==> src/rtl/spi_pkg.sv <==
// rtl/spi_pkg.sv - shared state type and SPI mode decoding for the single-CS SPI master
package spi_pkg;

  typedef enum logic [1:0] {
    IDLE,
    TRANSFER,
    CS_INACTIVE
  } cs_state_e;

  function automatic logic mode_cpol(input int mode);
    return (mode == 2) || (mode == 3);
  endfunction

  function automatic logic mode_cpha(input int mode);
    return (mode == 1) || (mode == 3);
  endfunction

endpackage

==> src/rtl/spi_master_single_cs_if.sv <==
// rtl/spi_master_single_cs_if.sv - per-byte TX/RX handshake between the card controller and the SPI master
interface spi_master_single_cs_if #(
  parameter int MAX_BYTES_PER_CS = 2
);
  localparam int CW = $clog2(MAX_BYTES_PER_CS + 1);

  logic [CW-1:0] i_TX_Count;
  logic [7:0]    i_TX_Byte;
  logic          i_TX_DV;
  logic          o_TX_Ready;
  logic [CW-1:0] o_RX_Count;
  logic          o_RX_DV;
  logic [7:0]    o_RX_Byte;

  modport master (
    output i_TX_Count, i_TX_Byte, i_TX_DV,
    input  o_TX_Ready, o_RX_Count, o_RX_DV, o_RX_Byte
  );

  modport slave (
    input  i_TX_Count, i_TX_Byte, i_TX_DV,
    output o_TX_Ready, o_RX_Count, o_RX_DV, o_RX_Byte
  );

endinterface

==> src/rtl/spi_master_byte.sv <==
// rtl/spi_master_byte.sv - one full-duplex SPI byte: 16 clock edges plus MSB-first TX/RX shift registers
module spi_master_byte #(
  parameter bit CPOL              = 1'b0,
  parameter bit CPHA              = 1'b0,
  parameter int CLKS_PER_HALF_BIT = 2
) (
  input  logic       i_Clk,
  input  logic       i_Rst_L,
  input  logic       i_TX_DV,
  input  logic [7:0] i_TX_Byte,
  output logic       o_TX_Ready,
  output logic       o_RX_DV,
  output logic [7:0] o_RX_Byte,
  output logic       o_SPI_Clk,
  input  logic       i_SPI_MISO,
  output logic       o_SPI_MOSI
);

  localparam int HW = $clog2(CLKS_PER_HALF_BIT);

  logic [HW-1:0] half_cnt;
  logic [4:0]    edges_left;
  logic          busy;
  logic          last_edge;
  logic [7:0]    tx_sr;
  logic [7:0]    rx_sr;
  logic          start;
  logic          spi_edge;
  logic          lead_edge;
  logic          trail_edge;
  logic          sample_edge;
  logic          shift_out_edge;

  assign start    = i_TX_DV & o_TX_Ready;
  assign spi_edge = busy && (half_cnt == HW'(CLKS_PER_HALF_BIT - 1));
  // edges_left counts down from 16, so an even count marks a leading edge
  assign lead_edge      = spi_edge & ~edges_left[0];
  assign trail_edge     = spi_edge & edges_left[0];
  assign sample_edge    = CPHA ? trail_edge : lead_edge;
  assign shift_out_edge = CPHA ? lead_edge : trail_edge;

  always_ff @(posedge i_Clk or negedge i_Rst_L) begin
    if (!i_Rst_L) begin
      half_cnt   <= '0;
      edges_left <= '0;
      busy       <= 1'b0;
      last_edge  <= 1'b0;
      tx_sr      <= '0;
      rx_sr      <= '0;
      o_TX_Ready <= 1'b0;
      o_RX_DV    <= 1'b0;
      o_RX_Byte  <= '0;
      o_SPI_Clk  <= CPOL;
      o_SPI_MOSI <= 1'b0;
    end else begin
      last_edge <= spi_edge && (edges_left == 5'd1);
      o_RX_DV   <= last_edge;
      if (last_edge) begin
        o_RX_Byte <= rx_sr;
      end
      if (start) begin
        o_TX_Ready <= 1'b0;
        busy       <= 1'b1;
        edges_left <= 5'd16;
        half_cnt   <= '0;
        if (!CPHA) begin
          o_SPI_MOSI <= i_TX_Byte[7];
          tx_sr      <= {i_TX_Byte[6:0], 1'b0};
        end else begin
          tx_sr      <= i_TX_Byte;
        end
      end else if (busy) begin
        if (spi_edge) begin
          half_cnt   <= '0;
          edges_left <= edges_left - 5'd1;
          o_SPI_Clk  <= ~o_SPI_Clk;
          if (edges_left == 5'd1) begin
            busy <= 1'b0;
          end
        end else begin
          half_cnt <= half_cnt + 1'b1;
        end
        if (shift_out_edge) begin
          o_SPI_MOSI <= tx_sr[7];
          tx_sr      <= {tx_sr[6:0], 1'b0};
        end
        if (sample_edge) begin
          rx_sr <= {rx_sr[6:0], i_SPI_MISO};
        end
      end else begin
        o_TX_Ready <= 1'b1;
      end
    end
  end

endmodule

==> src/rtl/spi_master_single_cs.sv <==
// rtl/spi_master_single_cs.sv - SPI master holding one chip select low across a multi-byte burst
module spi_master_single_cs
  import spi_pkg::*;
#(
  parameter int SPI_MODE          = 0,
  parameter int CLKS_PER_HALF_BIT = 2,
  parameter int MAX_BYTES_PER_CS  = 2,
  parameter int CS_INACTIVE_CLKS  = 1
) (
  input  logic                         i_Clk,
  input  logic                         i_Rst_L,
  spi_master_single_cs_if.slave        bus,
  output logic                         o_SPI_Clk,
  input  logic                         i_SPI_MISO,
  output logic                         o_SPI_MOSI,
  output logic                         o_SPI_CS_n
);

  localparam int CW   = $clog2(MAX_BYTES_PER_CS + 1);
  localparam int IW   = (CS_INACTIVE_CLKS > 0) ? $clog2(CS_INACTIVE_CLKS + 1) : 1;
  localparam bit CPOL = mode_cpol(SPI_MODE);
  localparam bit CPHA = mode_cpha(SPI_MODE);

  cs_state_e     state_q, state_d;
  logic [CW-1:0] rem_q, rem_d;
  logic [IW-1:0] inact_q, inact_d;
  logic          cs_n_q, cs_n_d;
  logic [CW-1:0] rx_cnt_q;
  logic          eng_ready;
  logic          can_accept;
  logic          accept;
  logic          rx_dv;
  logic [7:0]    rx_byte;

  assign can_accept     = eng_ready & ((state_q == IDLE) | ((state_q == TRANSFER) & (rem_q != '0)));
  assign accept         = bus.i_TX_DV & can_accept;
  assign bus.o_TX_Ready = ~bus.i_TX_DV & can_accept;
  assign o_SPI_CS_n     = cs_n_q;

  always_ff @(posedge i_Clk or negedge i_Rst_L) begin
    if (!i_Rst_L) begin
      state_q <= IDLE;
      rem_q   <= '0;
      inact_q <= '0;
      cs_n_q  <= 1'b1;
    end else begin
      state_q <= state_d;
      rem_q   <= rem_d;
      inact_q <= inact_d;
      cs_n_q  <= cs_n_d;
    end
  end

  always_comb begin
    state_d = state_q;
    rem_d   = rem_q;
    inact_d = inact_q;
    cs_n_d  = cs_n_q;
    case (state_q)
      IDLE: begin
        cs_n_d = 1'b1;
        if (accept) begin
          // a zero count still sends the byte being strobed
          rem_d   = (bus.i_TX_Count == '0) ? '0 : bus.i_TX_Count - 1'b1;
          cs_n_d  = 1'b0;
          state_d = TRANSFER;
        end
      end
      TRANSFER: begin
        if (accept) begin
          rem_d = rem_q - 1'b1;
        end else if (eng_ready && (rem_q == '0)) begin
          cs_n_d  = 1'b1;
          inact_d = IW'(CS_INACTIVE_CLKS);
          state_d = CS_INACTIVE;
        end
      end
      CS_INACTIVE: begin
        if (inact_q == '0) begin
          state_d = IDLE;
        end else begin
          inact_d = inact_q - 1'b1;
        end
      end
      default: state_d = IDLE;
    endcase
  end

  // the registered count lags o_RX_DV by a cycle, so fold the pulse in to read k on byte k
  always_ff @(posedge i_Clk or negedge i_Rst_L) begin
    if (!i_Rst_L) begin
      rx_cnt_q <= '0;
    end else if (cs_n_q) begin
      rx_cnt_q <= '0;
    end else if (rx_dv) begin
      rx_cnt_q <= rx_cnt_q + 1'b1;
    end
  end

  assign bus.o_RX_Count = rx_cnt_q + CW'(rx_dv);
  assign bus.o_RX_DV    = rx_dv;
  assign bus.o_RX_Byte  = rx_byte;

  spi_master_byte #(
    .CPOL              (CPOL),
    .CPHA              (CPHA),
    .CLKS_PER_HALF_BIT (CLKS_PER_HALF_BIT)
  ) u_byte (
    .i_Clk      (i_Clk),
    .i_Rst_L    (i_Rst_L),
    .i_TX_DV    (accept),
    .i_TX_Byte  (bus.i_TX_Byte),
    .o_TX_Ready (eng_ready),
    .o_RX_DV    (rx_dv),
    .o_RX_Byte  (rx_byte),
    .o_SPI_Clk  (o_SPI_Clk),
    .i_SPI_MISO (i_SPI_MISO),
    .o_SPI_MOSI (o_SPI_MOSI)
  );

endmodule

==> src/flat_wrapper.sv <==
// flat-port wrapper written by rule: the top's interface ports become plain ports
module spi_master_single_cs_flat import spi_pkg::*;
#(
  parameter int SPI_MODE          = 0,
  parameter int CLKS_PER_HALF_BIT = 2,
  parameter int MAX_BYTES_PER_CS  = 2,
  parameter int CS_INACTIVE_CLKS  = 1
)
  (i_Clk, i_Rst_L, o_SPI_Clk, i_SPI_MISO, o_SPI_MOSI, o_SPI_CS_n, bus_i_TX_Count, bus_i_TX_Byte, bus_i_TX_DV, bus_o_TX_Ready, bus_o_RX_Count, bus_o_RX_DV, bus_o_RX_Byte);
  spi_master_single_cs_if #(.MAX_BYTES_PER_CS(MAX_BYTES_PER_CS)) bus_i ();
  input  logic i_Clk;
  input  logic i_Rst_L;
  output logic o_SPI_Clk;
  input  logic i_SPI_MISO;
  output logic o_SPI_MOSI;
  output logic o_SPI_CS_n;
  input wire logic [$bits(bus_i.i_TX_Count)-1:0] bus_i_TX_Count;
  input wire logic [$bits(bus_i.i_TX_Byte)-1:0] bus_i_TX_Byte;
  input wire logic [$bits(bus_i.i_TX_DV)-1:0] bus_i_TX_DV;
  output wire logic [$bits(bus_i.o_TX_Ready)-1:0] bus_o_TX_Ready;
  output wire logic [$bits(bus_i.o_RX_Count)-1:0] bus_o_RX_Count;
  output wire logic [$bits(bus_i.o_RX_DV)-1:0] bus_o_RX_DV;
  output wire logic [$bits(bus_i.o_RX_Byte)-1:0] bus_o_RX_Byte;
  assign bus_i.i_TX_Count = bus_i_TX_Count;
  assign bus_i.i_TX_Byte = bus_i_TX_Byte;
  assign bus_i.i_TX_DV = bus_i_TX_DV;
  assign bus_o_TX_Ready = bus_i.o_TX_Ready;
  assign bus_o_RX_Count = bus_i.o_RX_Count;
  assign bus_o_RX_DV = bus_i.o_RX_DV;
  assign bus_o_RX_Byte = bus_i.o_RX_Byte;
  spi_master_single_cs #(.SPI_MODE(SPI_MODE), .CLKS_PER_HALF_BIT(CLKS_PER_HALF_BIT), .MAX_BYTES_PER_CS(MAX_BYTES_PER_CS), .CS_INACTIVE_CLKS(CS_INACTIVE_CLKS)) u_core (.i_Clk(i_Clk), .i_Rst_L(i_Rst_L), .bus(bus_i), .o_SPI_Clk(o_SPI_Clk), .i_SPI_MISO(i_SPI_MISO), .o_SPI_MOSI(o_SPI_MOSI), .o_SPI_CS_n(o_SPI_CS_n));
endmodule
==> config.mk <==
export PLATFORM = sky130hd
export DESIGN_NAME = spi_master_single_cs_flat
export DESIGN_NICKNAME = d
export VERILOG_FILES = /design/src/rtl/spi_pkg.sv /design/src/rtl/spi_master_single_cs_if.sv /design/src/rtl/spi_master_byte.sv /design/src/rtl/spi_master_single_cs.sv /design/src/flat_wrapper.sv
export SDC_FILE = /design/constraint.sdc
export NUM_CORES = 1
export LEC_CHECK = 0
export BUFFER_PORTS_ARGS = -buffer_cell sky130_fd_sc_hd__buf_4
export CORE_MARGIN = 5
export CORE_UTILIZATION = 50
export CTS_BUF_LIST = sky130_fd_sc_hd__clkbuf_2 sky130_fd_sc_hd__clkbuf_4 sky130_fd_sc_hd__clkbuf_8
export DETAILED_ROUTE_END_ITERATION = 8
export PLACE_DENSITY_LB_ADDON = 0.15
export SYNTH_ARGS = -nofsm -noshare
export SYNTH_HDL_FRONTEND = slang
export SYNTH_SLANG_ARGS = --single-unit
==> constraint.sdc <==
create_clock -name i_Clk -period 4.81 [get_ports i_Clk]
set_input_delay 0 -clock i_Clk [delete_from_list [all_inputs] [get_ports i_Clk]]
set_output_delay 0 -clock i_Clk [all_outputs]
set_load 0.02 [all_outputs]
# ---- Word-level counts from Yosys, hierarchy flattened
# Cells that the tools add are included.
dict set report classes {
  addsub 7
  n_eq_ne 9
  n_mux 35
  n_bitwise 12
  reduce_logical 21
}
# operator count
set ops {}
lappend ops {{$mux W8} 3}
lappend ops {{$mux W2} 9}
lappend ops {{$mux W1} 16}
lappend ops {{$mux W5} 3}
lappend ops {{$reduce_and A3 Y1} 5}
lappend ops {{$reduce_bool A2 Y1} 7}
lappend ops {{$ne A2 B2 Y1 const B} 5}
lappend ops {{$and A1 B1 Y1} 7}
lappend ops {{$logic_not A2 Y1} 3}
lappend ops {{$pmux W2 S3} 1}
lappend ops {{$eq A5 B1 Y1 const B} 1}
lappend ops {{$sub A5 B1 Y5 const B} 1}
lappend ops {{$not A1 Y1} 4}
lappend ops {{$pmux W1 S2} 2}
lappend ops {{$pmux W2 S2} 1}
lappend ops {{$reduce_and A2 Y1} 2}
lappend ops {{$reduce_and A4 Y1} 1}
lappend ops {{$sub A2 B1 Y2 const B} 2}
lappend ops {{$logic_and A1 B1 Y1} 3}
lappend ops {{$add A2 B1 Y2} 1}
lappend ops {{$add A2 B1 Y2 const B} 1}
lappend ops {{$eq A2 B1 Y1 const B} 1}
lappend ops {{$eq A2 B2 Y1 const B} 1}
lappend ops {{$ne A2 B1 Y1 const B} 1}
lappend ops {{other kinds (3)} 3}
dict set report totals {
  register_bits 44
  out_inout_bits 15
}

# ---- Depth between registers and ports, before layout
# Gate-level depths: netlist (run 1).
dict set report depth {
  depth_word 8
  depth_mapped 6
}

# ---- By module
# A second synthesis (run 1) with hierarchy kept.
dict set report unflattened {
  cells_unflattened 153
  hier_area_um2 1893.1
}
# module instances cells_each area_each_um2
set by_module_without_submodules {}
lappend by_module_without_submodules {spi_master_byte 1 111 1441.4}
lappend by_module_without_submodules {spi_master_single_cs 1 42 451.7}

# ---- Worst setup path before layout (run 1)
# No wires, ideal clock.
dict set report synth_path {
  kind {reg-to-reg}
  from {register u_core.rem_q[0]}
  to {register u_core.u_byte.rx_sr[0]}
  arrival_ns 1.542
  path_slack_ns 3.143
  stages_incl_launch_ff 6
  path_buffers 0
  synth_period_minus_slack_ns 1.667
  path_cell_list {dfrtp_1 inv_1 ha_1 nand2_4 a311oi_4 mux2_2}
}
dict set report synth_between {
  elab_chain_cells 8
}
# item line_no
set synth_lines {}
lappend synth_lines {{start: declaration} spi_master_single_cs.sv:25} ;# logic [CW-1:0] rem_q, rem_d;
lappend synth_lines {{start signal: assignment} spi_master_single_cs.sv:48} ;# rem_q <= rem_d;
lappend synth_lines {{$reduce_bool A2 Y1} spi_master_single_cs.sv:35} ;# assign can_accept = eng_ready & ((state_q == IDLE) | ((state_q == TRANSFER) & (rem_q != '0)));
lappend synth_lines {{$and A1 B1 Y1} spi_master_single_cs.sv:35}
lappend synth_lines {{$or A1 B1 Y1} spi_master_single_cs.sv:35}
lappend synth_lines {{$and A1 B1 Y1} spi_master_single_cs.sv:35}
lappend synth_lines {{$and A1 B1 Y1} spi_master_single_cs.sv:36} ;# assign accept = bus.i_TX_DV & can_accept;
lappend synth_lines {{$and A1 B1 Y1} spi_master_byte.sv:34} ;# assign start = i_TX_DV & o_TX_Ready;
lappend synth_lines {{$not A1 Y1 (no line)} -}
lappend synth_lines {{$reduce_and A3 Y1 (no line)} -}
lappend synth_lines {{end signal: assignment} spi_master_byte.sv:88} ;# rx_sr <= {rx_sr[6:0], i_SPI_MISO};
lappend synth_lines {{end: declaration} spi_master_byte.sv:26} ;# logic [7:0] rx_sr;
# Every way passes these cells.
# A chain may end at the register's enable or synchronous reset.

# ---- Worst setup path in the final report (run 1)
dict set report layout_path {
  from {register u_core.state_q[1]}
  to {register u_core.rem_q[1]}
}
dict set report layout_between {
  elab_chain_cells 7
  elab_cells_between_ends 11
}
# item line_no
set layout_lines {}
lappend layout_lines {{start: declaration} spi_master_single_cs.sv:24} ;# cs_state_e state_q, state_d;
lappend layout_lines {{start signal: assignment} spi_master_single_cs.sv:47} ;# state_q <= state_d;
lappend layout_lines {{$eq A2 B1 Y1} {spi_master_single_cs.sv:35, spi_master_single_cs.sv:59}}
lappend layout_lines {{$and A1 B1 Y1} spi_master_single_cs.sv:35}
lappend layout_lines {{$or A1 B1 Y1} spi_master_single_cs.sv:35}
lappend layout_lines {{$and A1 B1 Y1} spi_master_single_cs.sv:35}
lappend layout_lines {{$and A1 B1 Y1} spi_master_single_cs.sv:36}
lappend layout_lines {{$ne A2 B2 Y1 (no line)} -}
lappend layout_lines {{$reduce_and A3 Y1 (no line)} -}
# Parallel ways exist; a longest one is shown, timed or not.

==> results.tsv, run 1 <==
stage	metric	value	unit
timing	Hold Fails Final Rpt	0	
yosys	Ys Warns	0	
timing	Worst Setup Slack, final	2778	ps
grt	initial antenna violation count	0	
yosys	Cell variety after synth	37	
clocking	CTS max path bufs	2	
placed_design	final RePlAce weighted congestion	0.7901	
power	Worst VDD drop	0.1675	mV
clocking	Skew-Pair Late Insertion Delay	290	ps
yosys	post-synthesis net count	170	
yosys	Main synth FF type	dfrtp_1	
die	Initial Util	52.14	%
power	Leakage	1.178	nW
setup_path	Crit path max-delay family	simple AND/OR/NAND/NOR gates	
timing	TNS Setup	0	ps
timing	Final Slew Violations	0	
timing	clk_skew	4.741	ps
yosys	Post-synth ARST share	100.0	%
finish	Post-Layout Cell Count	239	
timing	Least-Margin Pin Slew	781.6	ps
outcome	status	finished, final reports clean	
clocking	Clk pin slew, worst setup/hold paths	70	ps
finish	share of cells above drive strength 1	35.08	%
clocking	root buffer cell	clkbuf_8	
grt	vias in the first global route	1320	
setup_path	critical path class	flip-flop to flip-flop	
die	num rows	22	
setup_path	CP peak stage delay	630	ps
placed_design	Final HPWL DP	2471	µm
clocking	CTS Sinks	43	
drt	routed wire length	3422	µm
clocking	CTS tree	built	
setup_path	crit-path max FO	13	
die	Die Wd	72.02	µm
timing	endpoints failing setup	0	
setup_path	Req. time, crit path	4990	ps
die	io pins	29	
power	Net Sw Frac	19.30	%
placed_design	PortBufs	28	
clocking	Num CTS Buffers	5	
power	internal power	0.5475	mW
timing	slew margin rel.	47.79	%
run	number of max-cap violations	0	
setup_path	Buf+Inv Stages, Crit Path	0	
yosys	post-synthesis instance area	1923	µm²
min_path	Hold Crit Class	primary input to flip-flop	
yosys	register bit total from synthesis	43	
placed_design	dpl cells	222	
drt	drt first pass iters	4	
setup_path	Worst Setup Start Kind	flip-flop	
grt	first-pass GRT wire length	5761	µm
yosys	Syn Area/Cell	12.65	µm²
power	power after layout	0.6784	mW
setup_path	CP endpoint kind	flip-flop	
drt	First DRT Iteration DRCs	61	
grt	gr usage total	14.37	%
power	clock power share	41.9	%
drt	Vias	1264	
drt	Final ANT Viol Nets	0	
setup_path	Arrival @ worst endpoint	2210	ps
die	die height	72.02	µm
placed_design	pre-CTS setup slack	2820	ps
timing	RSZ-0062 raised after global routing	no	
die	Total Die Area	5186	µm²
clocking	H-tree lvl count	2	
power	register share of total power	54.1	%
power	share of total power in combinational logic	4.0	%
setup_path	Critical-path top delay cell	nor2b_1	
yosys	EDFF count, synth	0	
timing	fin crit period	2032	ps
setup_path	crit path cell chain	nor2b_1 > and3_2 > mux2_2	
drt	Avg WL per Cell	14.32	µm
grt	Congestion Overflow GR	0	
drt	Via density	5.289	
timing	max frequency	492.2	MHz
finish	final net count	208	
yosys	Mapped Cells	152	
power	Psw	0.1309	mW
finish	diode count	0	
grt	pin count of the biggest net entering global routing	44	
drt	DRC	0	
timing	period utilization	42.24	%
die	core area	3689	µm²
finish	P&R area growth vs syn	23.03	%
power	PwrDens	286.7	nW/µm²
yosys	register area share after synthesis	56.02	%
worst reg2reg max path: cells and delay by family, from the launching register on:
family           cells  cell delay [ps]
and+or+nand+nor      2             1120
DFF                  1              430
muxes                1              360
repair_timing:
item / 4_1_cts / 5_1_grt
resized for setup: 0 / 0
hold buffers: 9 / 0
hold endpoints to repair: 50 / 0
buffers inserted: 0 / 0
flip-flops by register name, indices dropped and copies added, names as in the netlist, 2 cells and up:
register                  count
u_core.rem_q                  2
u_core.rx_cnt_q               2
u_core.u_byte.tx_sr           7
u_core.u_byte.rx_sr           8
u_core.state_q                2
u_core.u_byte.o_RX_Byte       8
u_core.u_byte.edges_left      5
per-layer routing:
metal / global-route usage [%] / part of all wire (%)
met1: 15.50 / 40
met2: 26.53 / 54
met3: 4.709 / 4.4
met4: 4.384 / 1.2
met5: 0 / 0
cell usage after synthesis, types with 2 or more instances:
cell / count / share of area, %
nor2b_1: 2 / 0.65
mux2i_1: 7 / 3.6
mux2_2: 23 / 13
buf_4: 3 / 1.2
nand3b_1: 2 / 0.78
dfrtp_1: 42 / 55
ha_1: 4 / 2.6
inv_1: 7 / 1.4
nand2_1: 8 / 1.6
clkbuf_1: 2 / 0.39
o21ai_0: 8 / 2.1
nor2_1: 7 / 1.4
nand3_1: 2 / 0.52
a21oi_1: 3 / 0.78
xor2_1: 4 / 1.8
nand4_1: 5 / 1.6
xnor2_1: 3 / 1.4
per-stage QoR:
stage          utilization [%]  cell area [µm²]  hold WS [ps]
6_report                 64.15             2366         6.043
2_1_floorplan                -             1923        -295.6
4_1_cts                  64.15             2366         2.073
3_5_place_dp             58.51             2158         16.43
3_3_place_gp             58.51             2158         9.170
5_1_grt                  64.15             2366         14.54
worst paths after layout:
path,start,end,slack (ps),depth (start not counted)
hold / removal,bus_i_TX_Byte[7],u_core.u_byte.o_SPI_MOSI$_DFFE_PN0P_,6,3
setup / recovery,u_core.state_q[1]$_DFFE_PN0P_,u_core.rem_q[1]$_DFFE_PN0P_,2780,3
setup reg to reg,u_core.state_q[1]$_DFFE_PN0P_,u_core.rem_q[1]$_DFFE_PN0P_,2780,3
max in group asynchronous,i_Rst_L,u_core.o_SPI_CS_n$_DFFE_PN1P_,4210,2
min in group asynchronous,i_Rst_L,u_core.u_byte.rx_sr[1]$_DFFE_PN0P_,220,2
hold reg to reg,u_core.u_byte.o_SPI_Clk$_DFFE_PN0P_,u_core.u_byte.o_SPI_Clk$_DFFE_PN0P_,480,1
power groups by stage:
stage / clock (mW) / combinational, mW / sequential, mW
after floorplan: 0 / 0.00549 / 0.373
after global placement: 0 / 0.0212 / 0.374
after detailed placement: 0 / 0.0221 / 0.374
after CTS: 0.293 / 0.0280 / 0.367
after global routing: 0.305 / 0.0305 / 0.367
final: 0.284 / 0.0271 / 0.367
logic make-up after synthesis:
logic type | share of synthesized area (%)
flip-flops | 56.02
adder cells (fa/ha/maj) | 2.603
AO/OA/AOI/OAI | 6.637
AND/OR/NAND/NOR | 11.26
XOR/XNOR | 3.188
multiplexers | 17.11
buffers and inverters | 3.188
layout by cell type, fill, tap and decap left out, drive strengths merged, types with 2 or more instances in the layout:
| cell | instances |
|---|---|
| nor2b | 2 |
| dlygate4sd3 | 9 |
| ha | 4 |
| nor2 | 7 |
| o21ai | 8 |
| xor2 | 4 |
| a21oi | 3 |
| dfrtp | 42 |
| xnor2 | 3 |
| buf | 28 |
| clkbuf | 6 |
| mux2 | 23 |
| a311oi | 2 |
| inv | 7 |
| nand2 | 9 |
| nand3b | 2 |
| mux2i | 7 |
| nand4 | 5 |
| nand3 | 3 |
layout make-up:
type	instances	area, µm²
Fill cell	305	1323
Clock buffer	6	82.58
Clock inverter	2	35.03
Timing Repair Buffer	37	300.3
Sequential cell	43	1077
Inverter	7	26.28
Tap cell	48	60.06
Multi-Input combinational cell	96	784.5
Power figures use the tool's default switching activity.
==> inputs of run 2 (changes only) <==
--- a/config.mk
+++ b/config.mk
@@ -5,6 +5,7 @@
 export SDC_FILE = /design/constraint.sdc
 export NUM_CORES = 1
 export LEC_CHECK = 0
+export ABC_AREA = 1
 export BUFFER_PORTS_ARGS = -buffer_cell sky130_fd_sc_hd__buf_4
 export CORE_MARGIN = 5
 export CORE_UTILIZATION = 50
==> constraint.sdc (replaced) <==
create_clock -name i_Clk -period 2.1 [get_ports i_Clk]
set_input_delay 0 -clock i_Clk [delete_from_list [all_inputs] [get_ports i_Clk]]
set_output_delay 0 -clock i_Clk [all_outputs]
set_load 0.02 [all_outputs]
==> run 2 against run 1 <==
  * First-iteration DRC count is 67% higher
  * Fmax grew 22%
  * Core utilization decreased by 1.3 points
  * Clock power increased by 120%
  * Power grew 140%
  * Critical path type unchanged
  * Largest power group unchanged
==> results.tsv, run 2 <==
stage	metric	value	unit	change
outcome	status	finished, final reports clean		unchanged
yosys	Main synth FF type	dfrtp_1		unchanged
drt	drt first pass iters	4		unchanged
power	Worst VDD drop	0.3997	mV	was 0.1675 mV
yosys	ranking of synthesized cells by area	dfrtp_1, nand2_1, inv_1		was dfrtp_1, mux2_2, mux2i_1
placed_design	PortBufs	28		unchanged
grt	vias in the first global route	1404		was 1320
drt	Via density	4.993		was 5.289
grt	pin count of the biggest net entering global routing	44		unchanged
yosys	post-synthesis net count	233		was 170
timing	endpoints failing setup	0		unchanged
timing	WHS	47.62	ps	was 6.043 ps
yosys	Cell variety after synth	24		was 37
die	core area	3744	µm²	was 3689 µm²
yosys	leading area contributor after synthesis	dfrtp_1		unchanged
drt	First DRT Iteration DRCs	102		was 61
finish	largest registers	u_core.u_byte.o_RX_Byte (8), u_core.u_byte.rx_sr (8), u_core.u_byte.tx_sr (7)		unchanged
grt	initial antenna violation count	0		unchanged
setup_path	CP endpoint kind	flip-flop		unchanged
timing	RSZ-0062 raised after global routing	no		unchanged
power	power after layout	1.659	mW	was 0.6784 mW
yosys	register area share after synthesis	54.39	%	was 56.02%
clocking	Clk pin slew, worst setup/hold paths	80	ps	was 70 ps
grt	gr usage total	14.97	%	was 14.37%
timing	Least-Margin Pin Slew	528.8	ps	was 781.6 ps
die	Total Die Area	5320	µm²	was 5186 µm²
drt	Vias	1478		was 1264
power	Leakage	1.227	nW	was 1.178 nW
finish	final net count	265		was 208
power	PwrDens	705.4	nW/µm²	was 286.7 nW/µm²
yosys	Syn Area/Cell	9.212	µm²	was 12.65 µm²
placed_design	final RePlAce weighted congestion	0.7698		was 0.7901
finish	share of cells above drive strength 1	22.18	%	was 35.08%
placed_design	Final HPWL DP	2467	µm	was 2471 µm
run	number of max-cap violations	0		unchanged
yosys	post-synthesis instance area	1981	µm²	was 1923 µm²
setup_path	critical path class	flip-flop to flip-flop		unchanged
die	Die Wd	72.94	µm	was 72.02 µm
setup_path	Arrival @ worst endpoint	1850	ps	was 2210 ps
clocking	CTS tree	built		unchanged
setup_path	FF-to-FF path depth	8		was 3
yosys	Post-synth top cells	nand2_1, dfrtp_1, inv_1		was dfrtp_1, mux2_2, nand2_1, o21ai_0
timing	TNS Setup	0	ps	unchanged
yosys	register bit total from synthesis	43		unchanged
die	num rows	22		unchanged
setup_path	crit-path max FO	25		was 13
yosys	Ys Warns	0		unchanged
clocking	Num CTS Buffers	5		unchanged
timing	clk_skew	3.849	ps	was 4.741 ps
yosys	Mapped Cells	215		was 152
clocking	Skew-Pair Late Insertion Delay	290	ps	about the same
timing	fin crit period	1665	ps	was 2032 ps
grt	Congestion Overflow GR	0		unchanged
timing	max frequency	600.8	MHz	was 492.2 MHz
die	die height	72.94	µm	was 72.02 µm
finish	commonest cells after routing, fill and taps aside	nand2_1, dfrtp_1, inv_1		was dfrtp_1, buf_4, mux2_2
drt	Avg WL per Cell	11.99	µm	was 14.32 µm
setup_path	Worst Setup Start Kind	flip-flop		unchanged
yosys	most numerous cell in the Yosys netlist	nand2_1		was dfrtp_1
die	Initial Util	52.91	%	was 52.14%
yosys	Post-synth ARST share	100.0	%	unchanged
timing	Hold Fails Final Rpt	0		unchanged
setup_path	Req. time, crit path	2280	ps	was 4990 ps
clocking	root buffer cell	clkbuf_8		unchanged
drt	Final ANT Viol Nets	0		unchanged
finish	diode count	0		unchanged
finish	most common cell after layout, fill and taps aside	nand2_1		was dfrtp_1
clocking	CTS max path bufs	2		unchanged
die	io pins	29		unchanged
yosys	area share of the largest cell type after synthesis	53.06	%	was 54.65%
clocking	H-tree lvl count	2		unchanged
grt	first-pass GRT wire length	6210	µm	was 5761 µm
timing	period utilization	79.26	%	was 42.24%
min_path	Hold Crit Class	primary input to flip-flop		unchanged
yosys	EDFF count, synth	0		unchanged
finish	filler cell count	326		was 305
clocking	Post-CTS Resized	0		unchanged
drt	DRC	0		unchanged
drt	routed wire length	3548	µm	was 3422 µm
timing	slew margin rel.	64.74	%	was 47.79%
min_path	hold path cells	5		was 3
timing	Final Slew Violations	0		unchanged
clocking	CTS Sinks	43		unchanged
finish	P&R area growth vs syn	18.76	%	was 23.03%
[run 2: changes by cell type after synthesis, sizes merged, moves of 7 or more]
| cell | previous run | this run |
|---|---|---|
| inv | 7 | 32 |
| mux2 | 23 | 8 |
| mux2i | 7 | 0 |
| nand2 | 9 | 59 |
| nand3 | 3 | 14 |
| nand4 | 5 | 18 |
[run 2: logic make-up after synthesis]
logic type,Yosys count,share of synthesized area [%]
XOR/XNOR,2,0.8846
multiplexers,8,4.549
AND/OR/NAND/NOR,105,25.33
AO/OA/AOI/OAI,15,4.169
adder cells (fa/ha/maj),4,2.527
buffers and inverters,38,8.148
flip-flops,43,54.39
[run 2: worst max-delay path: stages (launching register included)]
cell     delay (ps)
dfrtp_1         340
inv_1            50
ha_1            250
nand2_4         130
nand4_4         330
nand2_4         240
inv_2            90
nand2_1          70
nand2_1          50
[run 2: path summary, 6_finish.rpt]
check | from | to | slack [ps]
worst max-delay path | u_core.rem_q[0]$_DFFE_PN0P_ | u_core.u_byte.tx_sr[7]$_DFFE_PN0P_ | 440
worst min-delay path | bus_i_TX_Byte[3] | u_core.u_byte.tx_sr[4]$_DFFE_PN0P_ | 50
worst max register to register | u_core.rem_q[0]$_DFFE_PN0P_ | u_core.u_byte.tx_sr[7]$_DFFE_PN0P_ | 440
worst min register to register | u_core.u_byte.tx_sr[4]$_DFFE_PN0P_ | u_core.u_byte.tx_sr[4]$_DFFE_PN0P_ | 480
max in group asynchronous | i_Rst_L | u_core.u_byte.o_SPI_MOSI$_DFFE_PN0P_ | 1510
min in group asynchronous | i_Rst_L | u_core.u_byte.tx_sr[4]$_DFFE_PN0P_ | 230
[run 2: power by group]
| part | switching (mW) | leakage [nW] | internal [mW] | total, mW |
|---|---|---|---|---|
| clock | 0.283 | 0.0581 | 0.354 | 0.637 |
| combinational | 0.0865 | 0.633 | 0.0619 | 0.148 |
| sequential | 0.0168 | 0.536 | 0.857 | 0.874 |
| total | 0.387 | 1.23 | 1.27 | 1.66 |
[run 2: layout make-up]
cell class	instances	area, µm²	share of cell area (%)
Clock buffer	5	68.82	2.926
Clock inverter	3	43.79	1.862
Inverter	32	120.1	5.106
Multi-Input combinational cell	134	742.0	31.54
Sequential cell	43	1077	45.80
Tap cell	48	60.06	2.553
Timing Repair Buffer	31	240.2	10.21
[run 2: what timing repair did]
| item | CTS | global route |
|---|---|---|
| buffers inserted | 0 | 0 |
| hold endpoints to repair | 44 | 0 |
| endpoints found under the setup margin | 0 | 0 |
| hold buffers | 3 | 0 |
[run 2: layer usage]
metal / wire length [µm] / share of wire, % / global-route usage, % / up-vias
li1: - / - / - / 760
met1: 1729 / 49 / 19.88 / 692
met2: 1625 / 46 / 23.55 / 21
met3: 153 / 4.3 / 4.683 / 5
met4: 40 / 1.1 / 4.303 / 0
met5: 0 / 0 / 0 / -
[run 2: per-stage QoR]
step	area (µm²)	worst slack, ps	utilization [%]	std cells
after detailed placement	2210	428.1	59.02	285
after global placement	2210	468.7	59.02	285
after CTS	2352	419.4	62.83	296
after floorplan	1981	815.8	-	215
final	2352	435.4	62.83	296
after global routing	2352	267.1	62.83	296
==> inputs of run 3 (changes only) <==
==> constraint.sdc (replaced) <==
create_clock -name i_Clk -period 1.4 [get_ports i_Clk]
set_input_delay 0 -clock i_Clk [delete_from_list [all_inputs] [get_ports i_Clk]]
set_output_delay 0 -clock i_Clk [all_outputs]
set_load 0.02 [all_outputs]
==> run 3 against run 2 <==
  * Sequential power is 50% higher
  * Wire length is 2.6% higher
  * Setup slack worse by 370 ps
  * Global-route usage hardly changed
  * Flip-flop and latch count stayed put
  * Final cell count is 3.4% higher
  * Clock power is 79% higher
  * Design area is 6.6% higher
  * Core utilization is 4.2 points higher
  * Worst hold slack worse by 19 ps
  * Highest routed layer unchanged
==> results.tsv, run 3 (synthesis results as in run 2) <==
stage	metric	value	unit	change
timing	fin crit period	1333	ps	was 1665 ps
clocking	root buffer cell	clkbuf_8		unchanged
finish	commonest cells after routing, fill and taps aside	nand2_1, dfrtp_1, buf_4		was nand2_1, dfrtp_1, inv_1
timing	slew margin rel.	65.05	%	was 64.74%
setup_path	CP peak stage delay	360	ps	was 340 ps
setup_path	crit path cell chain	inv_2 > ha_4 > nand2_8 > nand4_4 > nand2_4 > buf_6 > o21ai_0		was inv_1 > ha_1 > nand2_4 > nand4_4 > nand2_4 > inv_2 > nand2_1 > nand2_1
drt	routed wire length	3641	µm	was 3548 µm
die	num rows	22		unchanged
drt	Final ANT Viol Nets	0		unchanged
setup_path	critical path class	flip-flop to flip-flop		unchanged
clocking	Clk pin slew, worst setup/hold paths	80	ps	about the same
finish	most common cell after layout, fill and taps aside	nand2_1		unchanged
placed_design	PortBufs	28		unchanged
clocking	H-tree lvl count	2		unchanged
grt	vias in the first global route	1424		was 1404
timing	max frequency	749.9	MHz	was 600.8 MHz
power	internal power	2.132	mW	was 1.273 mW
drt	DRC	0		unchanged
power	Psw	0.5776	mW	was 0.3866 mW
grt	first-pass GRT wire length	6182	µm	was 6210 µm
min_path	Hold Crit Class	primary input to flip-flop		unchanged
finish	FF+latch area	1079	µm²	was 1077 µm²
die	Total Die Area	5320	µm²	unchanged
timing	TNS Setup	0	ps	unchanged
grt	pin count of the biggest net entering global routing	44		unchanged
placed_design	Final HPWL DP	2466	µm	was 2467 µm
clocking	Skew-Pair Late Insertion Delay	300	ps	was 290 ps
setup_path	FF-to-FF path depth	7		was 8
power	share of total power in combinational logic	9.4	%	was 8.9%
setup_path	Req. time, crit path	1580	ps	was 2280 ps
clocking	CTS max path bufs	2		unchanged
finish	diode count	0		unchanged
timing	Least-Margin Pin Slew	524.3	ps	was 528.8 ps
finish	multi-input logic area	780.7	µm²	was 742.0 µm²
finish	P&R area growth vs syn	26.66	%	was 18.76%
grt	gr usage total	14.99	%	was 14.97%
placed_design	dpl cells	292		was 285
timing	WHS	28.87	ps	was 47.62 ps
setup_path	Worst Setup Start Kind	flip-flop		unchanged
timing	Final Slew Violations	0		unchanged
power	Leakage	1.290	nW	was 1.227 nW
timing	endpoints failing setup	0		unchanged
clocking	CTS tree	built		unchanged
clocking	CTS Sinks	43		unchanged
clocking	Num CTS Buffers	5		unchanged
die	core area	3744	µm²	unchanged
drt	Via density	4.990		was 4.993
drt	First DRT Iteration DRCs	155		was 102
finish	final net count	275		was 265
setup_path	Arrival @ worst endpoint	1520	ps	was 1850 ps
die	die height	72.94	µm	unchanged
die	Die Wd	72.94	µm	unchanged
placed_design	final RePlAce weighted congestion	0.7568		was 0.7698
power	Worst VDD drop	0.7596	mV	was 0.3997 mV
drt	drt first pass iters	4		unchanged
power	power after layout	2.710	mW	was 1.659 mW
timing	RSZ-0062 raised after global routing	yes		was no
outcome	status	finished, final reports clean		unchanged
finish	filler cell count	302		was 326
timing	period utilization	95.25	%	was 79.26%
drt	Vias	1527		was 1478
power	PwrDens	1080	nW/µm²	was 705.4 nW/µm²
power	register share of total power	48.5	%	was 52.6%
setup_path	Critical-path top delay cell	dfrtp_1		unchanged
finish	share of cells above drive strength 1	27.13	%	was 22.18%
timing	clk_skew	4.421	ps	was 3.849 ps
power	clock power share	42.2	%	was 38.4%
power	Net Sw Frac	21.31	%	was 23.30%
run	number of max-cap violations	0		unchanged
setup_path	crit-path max FO	8		was 25
finish	Final Util	67.01	%	was 62.83%
die	io pins	29		unchanged
drt	Avg WL per Cell	11.90	µm	was 11.99 µm
grt	Congestion Overflow GR	0		unchanged
setup_path	CP endpoint kind	flip-flop		unchanged
finish	Post-Layout Cell Count	306		was 296
die	Initial Util	52.91	%	unchanged
timing	Hold Fails Final Rpt	0		unchanged
min_path	hold path cells	5		unchanged
grt	initial antenna violation count	0		unchanged
finish	largest registers	u_core.u_byte.o_RX_Byte (8), u_core.u_byte.rx_sr (8), u_core.u_byte.tx_sr (7)		unchanged
run 3: cell count changes in the layout (fill, tap and decap cells not counted), sizes merged:
cell,change
buf,+10
bufinv,+1
clkbuf,+1
clkinv,-2
run 3: final timing paths:
| path | start | endpoint | slack [ps] |
|---|---|---|---|
| setup / recovery | u_core.rem_q[0]$_DFFE_PN0P_ | u_core.u_byte.tx_sr[1]$_DFFE_PN0P_ | 70 |
| hold / removal | bus_i_TX_Byte[1] | u_core.u_byte.tx_sr[2]$_DFFE_PN0P_ | 30 |
| setup reg to reg | u_core.rem_q[0]$_DFFE_PN0P_ | u_core.u_byte.tx_sr[1]$_DFFE_PN0P_ | 70 |
| hold reg to reg | u_core.u_byte.rx_sr[7]$_DFFE_PN0P_ | u_core.u_byte.rx_sr[7]$_DFFE_PN0P_ | 470 |
| max in group asynchronous | i_Rst_L | u_core.u_byte.o_TX_Ready$_DFFE_PN0P_ | 800 |
| min in group asynchronous | i_Rst_L | u_core.rx_cnt_q[1]$_DFFE_PN0P_ | 220 |
run 3: final cells by class:
cell class | count | share of cell area, %
Sequential cell | 43 | 42.99
Clock inverter | 2 | 2.394
Multi-Input combinational cell | 134 | 31.12
Tap cell | 48 | 2.394
Timing Repair Buffer | 41 | 13.17
Inverter | 32 | 4.888
Clock buffer | 6 | 3.042
run 3: power by group through the flow:
| stage | Clock [mW] | Combinational, mW | Sequential [mW] |
|---|---|---|---|
| 2_1_floorplan | 0 | 0.111 | 1.35 |
| 3_3_place_gp | 0 | 0.224 | 1.34 |
| 6_report | 1.14 | 0.254 | 1.31 |
| 3_5_place_dp | 0 | 0.229 | 1.34 |
| 4_1_cts | 1.17 | 0.239 | 1.31 |
| 5_1_grt | 1.23 | 0.287 | 1.32 |
run 3: critical path: cells and delay by family, from the launching register on:
family	cells	cell delay, ps
and+or+nand+nor	3	440
DFF	1	360
buffers and inverters	2	180
adders and majority gates	1	180
AOI/OAI and AO/OA	1	70
run 3: metal layers:
metal	up-vias	global-route usage, %	wire, µm
met5	-	0	0
met4	0	6.967	60
met3	8	5.234	223
met2	38	22.55	1671
met1	699	19.35	1685
li1	782	-	-
run 3: what timing repair did:
action	in CTS	in global routing
buffers inserted	0	4
endpoints found under the hold margin	44	0
hold buffers	3	0
gates resized for setup	5	9
pin swaps	1	2
endpoints found under the setup margin	1	22
gates cloned	0	0
run 3: per-stage QoR:
stage | cell area, µm² | setup WS, ps
2_1_floorplan | 1981 | 115.8
3_3_place_gp | 2262 | 78.34
3_5_place_dp | 2262 | 24.86
4_1_cts | 2439 | 33.26
5_1_grt | 2509 | -41.45
6_report | 2509 | 66.54
